`src/rtl/fpga_pkg.sv`:
```
// Shared types and default sizing for the pixel load / render command controller.
// Contents:
//   ctrl_state_t     controller state encoding (RESET / LOAD / RUN)
//   *_DEF            default parameter values used by pixel_load_cmd_ctrl
package fpga_pkg;

    typedef enum logic [1:0] {
        ST_RESET = 2'b00,
        ST_LOAD  = 2'b01,
        ST_RUN   = 2'b10
    } ctrl_state_t;

    localparam int PIXEL_BYTES_DEF = 3;
    localparam int N_PIXELS_DEF    = 512;
    localparam int CMD_BYTES_DEF   = 6;

endpackage

```
`src/rtl/byte_packer.sv`:
```
// Shift-in byte packer: collects N_BYTES bytes into one word, first byte in MSBs.
// Ports:
//   clk50     in   clock
//   reset_n   in   synchronous active-low reset
//   clr       in   synchronous clear of byte count and history
//   shift_en  in   accept din this cycle
//   din       in   8-bit byte
//   word      out  packed word including the byte on din (valid with done)
//   done      out  high in the cycle the N_BYTES-th byte is accepted
module byte_packer #(
    parameter int N_BYTES = 3
) (
    input  logic                   clk50,
    input  logic                   reset_n,
    input  logic                   clr,
    input  logic                   shift_en,
    input  logic [7:0]             din,
    output logic [8*N_BYTES-1:0]   word,
    output logic                   done
);

    localparam int CNT_W = (N_BYTES > 1) ? $clog2(N_BYTES) : 1;

    logic [CNT_W-1:0] cnt;

    assign done = shift_en && (cnt == CNT_W'(N_BYTES - 1));

    always_ff @(posedge clk50) begin
        if (!reset_n || clr) begin
            cnt <= '0;
        end else if (done) begin
            cnt <= '0;
        end else if (shift_en) begin
            cnt <= cnt + 1'b1;
        end
    end

    generate
        if (N_BYTES == 1) begin : g_single
            assign word = din;
        end else begin : g_multi
            // Only the previous N_BYTES-1 bytes are stored; the last byte is
            // taken straight from din so the word is ready in the done cycle.
            logic [8*(N_BYTES-1)-1:0] hist;

            always_ff @(posedge clk50) begin
                if (!reset_n || clr) begin
                    hist <= '0;
                end else if (shift_en) begin
                    hist <= word[8*(N_BYTES-1)-1:0];
                end
            end

            assign word = {hist, din};
        end
    endgenerate

endmodule

```
`src/rtl/pixel_load_cmd_ctrl.sv`:
```
// Load/run controller between the SDRAM byte FIFO, pixel memory and VGA render queue.
//
// state    | meaning
// ---------+-----------------------------------------------------------------
// ST_RESET | one idle cycle; clears pixel index and packer, then LOAD
// ST_LOAD  | drain FWFT FIFO, pack PIXEL_BYTES bytes per pixel word
// ST_RUN   | HPS byte writes build render commands; control reg can reload
//
// Ports:
//   clk50, reset_n                      clock, synchronous active-low reset
//   src_dout/src_empty/src_pop          FWFT byte FIFO interface
//   pix_we/pix_addr/pix_din             pixel memory write port
//   hps_writedata/write/chipselect/address  HPS byte-write slave
//   rq_full/rq_we/rq_din                render queue push interface
//   state                               current controller state
//   load_done                           1-cycle pulse on LOAD->RUN
//   drop_cnt                            saturating count of dropped commands
module pixel_load_cmd_ctrl
    import fpga_pkg::*;
#(
    parameter int PIXEL_BYTES = PIXEL_BYTES_DEF,
    parameter int N_PIXELS    = N_PIXELS_DEF,
    parameter int CMD_BYTES   = CMD_BYTES_DEF,
    parameter int ADDR_W      = $clog2(N_PIXELS)
) (
    input  logic                     clk50,
    input  logic                     reset_n,
    input  logic [7:0]               src_dout,
    input  logic                     src_empty,
    output logic                     src_pop,
    output logic                     pix_we,
    output logic [ADDR_W-1:0]        pix_addr,
    output logic [8*PIXEL_BYTES-1:0] pix_din,
    input  logic [7:0]               hps_writedata,
    input  logic                     hps_write,
    input  logic                     hps_chipselect,
    input  logic [2:0]               hps_address,
    input  logic                     rq_full,
    output logic                     rq_we,
    output logic [8*CMD_BYTES-1:0]   rq_din,
    output logic [1:0]               state,
    output logic                     load_done,
    output logic [15:0]              drop_cnt
);

    localparam logic [2:0]        COMMIT_ADDR = 3'(CMD_BYTES - 1);
    localparam logic [2:0]        CTRL_ADDR   = 3'(CMD_BYTES);
    localparam logic [ADDR_W-1:0] LAST_IDX    = ADDR_W'(N_PIXELS - 1);

    ctrl_state_t state_q, state_nxt;

    logic [ADDR_W-1:0]        pix_idx;
    logic                     fill_done;
    logic                     pk_done;
    logic [8*PIXEL_BYTES-1:0] pk_word;
    logic [8*CMD_BYTES-1:0]   stage_q, stage_nxt;
    logic                     hps_acc, commit, ctrl_wr;

    // fill_done blocks pops between the final byte and the switch to RUN.
    assign src_pop = (state_q == ST_LOAD) && !src_empty && !fill_done;
    assign state   = state_q;

    assign hps_acc = hps_write && hps_chipselect && (state_q == ST_RUN);
    assign commit  = hps_acc && (hps_address == COMMIT_ADDR);
    assign ctrl_wr = hps_acc && (hps_address == CTRL_ADDR) && hps_writedata[0];

    byte_packer #(
        .N_BYTES (PIXEL_BYTES)
    ) u_pix_packer (
        .clk50    (clk50),
        .reset_n  (reset_n),
        .clr      (state_q != ST_LOAD),
        .shift_en (src_pop),
        .din      (src_dout),
        .word     (pk_word),
        .done     (pk_done)
    );

    always_ff @(posedge clk50) begin
        if (!reset_n) begin
            state_q <= ST_RESET;
        end else begin
            state_q <= state_nxt;
        end
    end

    always_comb begin
        state_nxt = state_q;
        unique case (state_q)
            ST_RESET: state_nxt = ST_LOAD;
            ST_LOAD:  if (pix_we && (pix_addr == LAST_IDX)) state_nxt = ST_RUN;
            ST_RUN:   if (ctrl_wr) state_nxt = ST_RESET;
            default:  state_nxt = ST_RESET;
        endcase
    end

    // Lane-addressed staging: address a lands in lane CMD_BYTES-1-a so that
    // address 0 ends up in the MSBs. The commit uses stage_nxt so the byte
    // written with the commit is already merged.
    always_comb begin
        stage_nxt = stage_q;
        if (ctrl_wr) begin
            stage_nxt = '0;
        end else if (hps_acc) begin
            for (int l = 0; l < CMD_BYTES; l++) begin
                if (hps_address == 3'(CMD_BYTES - 1 - l)) begin
                    stage_nxt[8*l +: 8] = hps_writedata;
                end
            end
        end
    end

    always_ff @(posedge clk50) begin
        if (!reset_n) begin
            pix_we    <= 1'b0;
            pix_addr  <= '0;
            pix_din   <= '0;
            pix_idx   <= '0;
            fill_done <= 1'b0;
            rq_we     <= 1'b0;
            rq_din    <= '0;
            stage_q   <= '0;
            load_done <= 1'b0;
            drop_cnt  <= '0;
        end else begin
            pix_we    <= 1'b0;
            rq_we     <= 1'b0;
            load_done <= (state_q == ST_LOAD) && (state_nxt == ST_RUN);
            stage_q   <= stage_nxt;

            if (state_q == ST_RESET) begin
                pix_idx   <= '0;
                fill_done <= 1'b0;
            end

            if (pk_done) begin
                pix_we   <= 1'b1;
                pix_addr <= pix_idx;
                pix_din  <= pk_word;
                pix_idx  <= pix_idx + 1'b1;
                if (pix_idx == LAST_IDX) begin
                    fill_done <= 1'b1;
                end
            end

            if (commit) begin
                if (!rq_full) begin
                    rq_we  <= 1'b1;
                    rq_din <= stage_nxt;
                end else if (drop_cnt != 16'hFFFF) begin
                    drop_cnt <= drop_cnt + 16'd1;
                end
            end
        end
    end

endmodule

```
`config.mk`:
```
export PLATFORM = sky130hd
export DESIGN_NAME = pixel_load_cmd_ctrl
export DESIGN_NICKNAME = d
export VERILOG_FILES = /design/src/rtl/fpga_pkg.sv /design/src/rtl/byte_packer.sv /design/src/rtl/pixel_load_cmd_ctrl.sv
export SDC_FILE = /design/constraint.sdc
export NUM_CORES = 1
export LEC_CHECK = 0
export ABC_AREA = 1
export CAP_MARGIN = 10
export CORE_UTILIZATION = 45
export CTS_CLUSTER_DIAMETER = 120
export CTS_CLUSTER_SIZE = 10
export DETAILED_ROUTE_END_ITERATION = 12
export MAX_ROUTING_LAYER = met4
export PLACE_DENSITY = 0.8
export REMOVE_ABC_BUFFERS = 1
export SYNTH_ARGS = -nofsm -noshare
export SYNTH_HDL_FRONTEND = slang
export SYNTH_SLANG_ARGS = --single-unit
export TNS_END_PERCENT = 5
```
`constraint.sdc`:
```
create_clock -name clk50 -period 3.4 [get_ports clk50]
set_input_delay 0.51 -clock clk50 [delete_from_list [all_inputs] [get_ports clk50]]
set_output_delay 0.51 -clock clk50 [all_outputs]
set_load 0.005 [all_outputs]
```
==> out/metrics.cfg <==
[run_status]
status = completed

[sta]
tightest_slew_ns = 0.858
grt_setup_unrepaired = false
hold_viol_final = 0
fmax_mhz = 397
setup_viol = 0
fin_setup_tns_ns = 0
fin_skew_ns = 0.00495
min_period_over_period_pct = 74.2
fin_crit_ns = 2.52
slew_violations = 0
slew_headroom_pct = 42.8

[logic_synthesis]
yosys_warnings = 0
synthTopCellsByArea = dfxtp_1, nand2_1, a21oi_1
synth_cell_type_count = 32
synth_top_area_share_pct = 49.4
async_reset_ff_share_pct = 0
synth_edf_count = 0
synth-main-ff-cell = dfxtp_1
synth_area_um2 = 6890
synth_seq_cells = 170
synth.avg_cell_area_um2 = 7.60
ys_seq_area_share_pct = 49.4
syn_inst = 906
yosysTopAreaCell = dfxtp_1

[clock_tree]
cts.reportedPaths.clkPinSlew_ns = 0.06
numClockSinks = 170
cts_tree = done
cts_resized = 0
cts_buffers = 17
post_cts_buffers = 0
worstSkewPairLatency_ns = 0.42
h-tree-depth = 4
root_buffer = clkbuf_16
postCtsHoldBufs = 0
ctsLongestPathBuffers = 2

[place]
hpwl_um = 11000
gp_congestion = 0.854
io_buffers = 127
place_inst = 1180

[power_and_ir_drop]
pwr-share-seq_pct = 48.1
leakage_uw = 0.00341
swShare_pct = 21.3
p_int_uw = 3280
p_switching_uw = 888
p_per_area_nw_per_um2 = 472
total_power_uw = 4160
p_clk_share_pct = 49.0
ir_drop_mv = 0.332
combinationalPowerShare_pct = 2.9

[worst_setup_path]
cp-startpoint = src_empty
crit-reg2reg-launch = state[1]$_SDFF_PN0_
critPathCaptureType = primary output
worstPathArrival_ns = 2.01
crit_required_ns = 2.89
critical_path_class = in2out
crit_path_start_kind = input port
cp_max_fo = 21

[floorplan]
die_x_um = 126
die_y_um = 126
start_util_pct = 46.7
fp-row-count = 44
dieArea_um2 = 15800
ioPinCount = 128
core_um2 = 14800

[cells_and_area]
n_fill_cell = 1318
multi_input_area_um2 = 2890
layout-drive-gt1-share_pct = 7.30
fin_nets = 1044
syn_to_final_growth_pct = 28.2
fin_util_pct = 59.8
diodes = 0
final-seq-area_um2 = 3400
finalNonFillerCells = 1212

[global_route]
antenna_found_initial = 0
grt_max_degree = 76
grt_pass1_vias = 5718
grt_pass1_wl_um = 27600
grt_overflow = 0
grt_usage_pct = 22.4

[route]
vias = 6307
wire_per_inst_um = 14.0
ant_nets = 0
routed_wl_um = 16900
first_iter_violations = 441
drc = 0
viasPerCell = 5.20
dr.pass1.iters = 5

[run]
cap_violations = 0

[min_path]
min-delay-start = u_pix_packer.g_multi.hist[11]$_SDFFE_PP0P_
hold_path.class = reg2reg

==> layer usage <==
metal / GRT usage (%) / wire [um] / vias to the layer above
li1: - / - / 3189
met1: 28.1 / 7650 / 2900
met2: 35.0 / 7950 / 185
met3: 5.01 / 931 / 33
met4: 8.61 / 408 / 0
met5: - / 0 / -
==> power by group through the flow <==
stage               sequential [uW]  clock [uW]  combinational [uW]
floorplan                      2050           0                46.6
global placement               2050           0                 120
detailed placement             2050           0                 121
CTS                            2000        2070                 122
global route                   2000        2160                 132
finish                         2000        2040                 123
==> cell families after synthesis <==
family	Yosys count	share of synthesized area (%)
AND/OR/NAND/NOR	385	25.1
AO/OA/AOI/OAI	204	15.3
buffers and inverters	137	8.68
XOR/XNOR	6	0.763
flip-flops	170	49.4
adder cells (fa/ha/maj)	4	0.727
==> critical path: stages <==
cell and delay, ns:
clkdlybuf4s50_1 0.41, nor2_1 0.14, nand3_2 0.10, inv_2 0.27, clkdlybuf4s50_1 0.58
==> stage by stage <==
step	area (um2)	hold WS, ns	worst slack [ns]
after CTS	8830	0.462	0.864
after floorplan	6620	0.438	0.771
after global placement	8200	0.443	0.861
after detailed placement	8200	0.453	0.751
after global routing	8830	0.487	0.798
final	8830	0.462	0.879
==> placed cells by master (no fill, tap or decap), drive strengths merged, types with 3 or more instances in the layout <==
master           n
nand2          195
ha               4
nand3           69
clkdlybuf4s50  126
nand4           28
dfxtp          170
a21oi          105
inv             92
o21ai           92
bufinv           4
xnor2            4
nor2            84
or2              3
a211oi           4
clkinv           4
clkbuf          19
buf             12
nor3             5
==> flip-flops by register name (all words and copies together), names as in the netlist <==
register	count
drop_cnt	16
fill_done	1
load_done	1
pix_addr	9
pix_din	24
pix_idx	9
pix_we	1
rq_din	48
rq_we	1
stage_q	40
state	2
u_pix_packer.cnt	2
u_pix_packer.g_multi.hist	16
==> Yosys cell counts, types with 2 or more instances <==
master and count:
nand3_1 61, nand2_2 4, nand2_1 191, nor2_1 77, inv_1 83, nor2_4 3, a211oi_1 4, buf_4 13
nand4_1 28, buf_2 10, o21ai_0 91, nor2_2 3, a21oi_1 104, xor2_1 2, xnor2_1 4, nand3_2 8
inv_2 6, nor3_1 4, or2_2 3, clkbuf_1 21, ha_1 4, dfxtp_1 170, buf_6 3
==> layout make-up <==
class                           count  area share [%]
Clock buffer                       19            4.91
Multi-Input combinational cell    599            32.7
Clock inverter                     13            2.17
Tap cell                          184            2.61
Sequential cell                   170            38.6
Inverter                           89            3.79
Timing Repair Buffer              138            15.3
==> worst paths after layout <==
check / slack [ns] / cells past startpoint / to
max: 0.88 / 5 / src_pop
min: 0.46 / 2 / pix_din[19]$_SDFFE_PN0P_
max reg2reg: 1.37 / 7 / rq_din[21]$_SDFFE_PN0P_
min reg2reg: 0.46 / 2 / pix_din[19]$_SDFFE_PN0P_
Power figures use the tool's default switching activity.
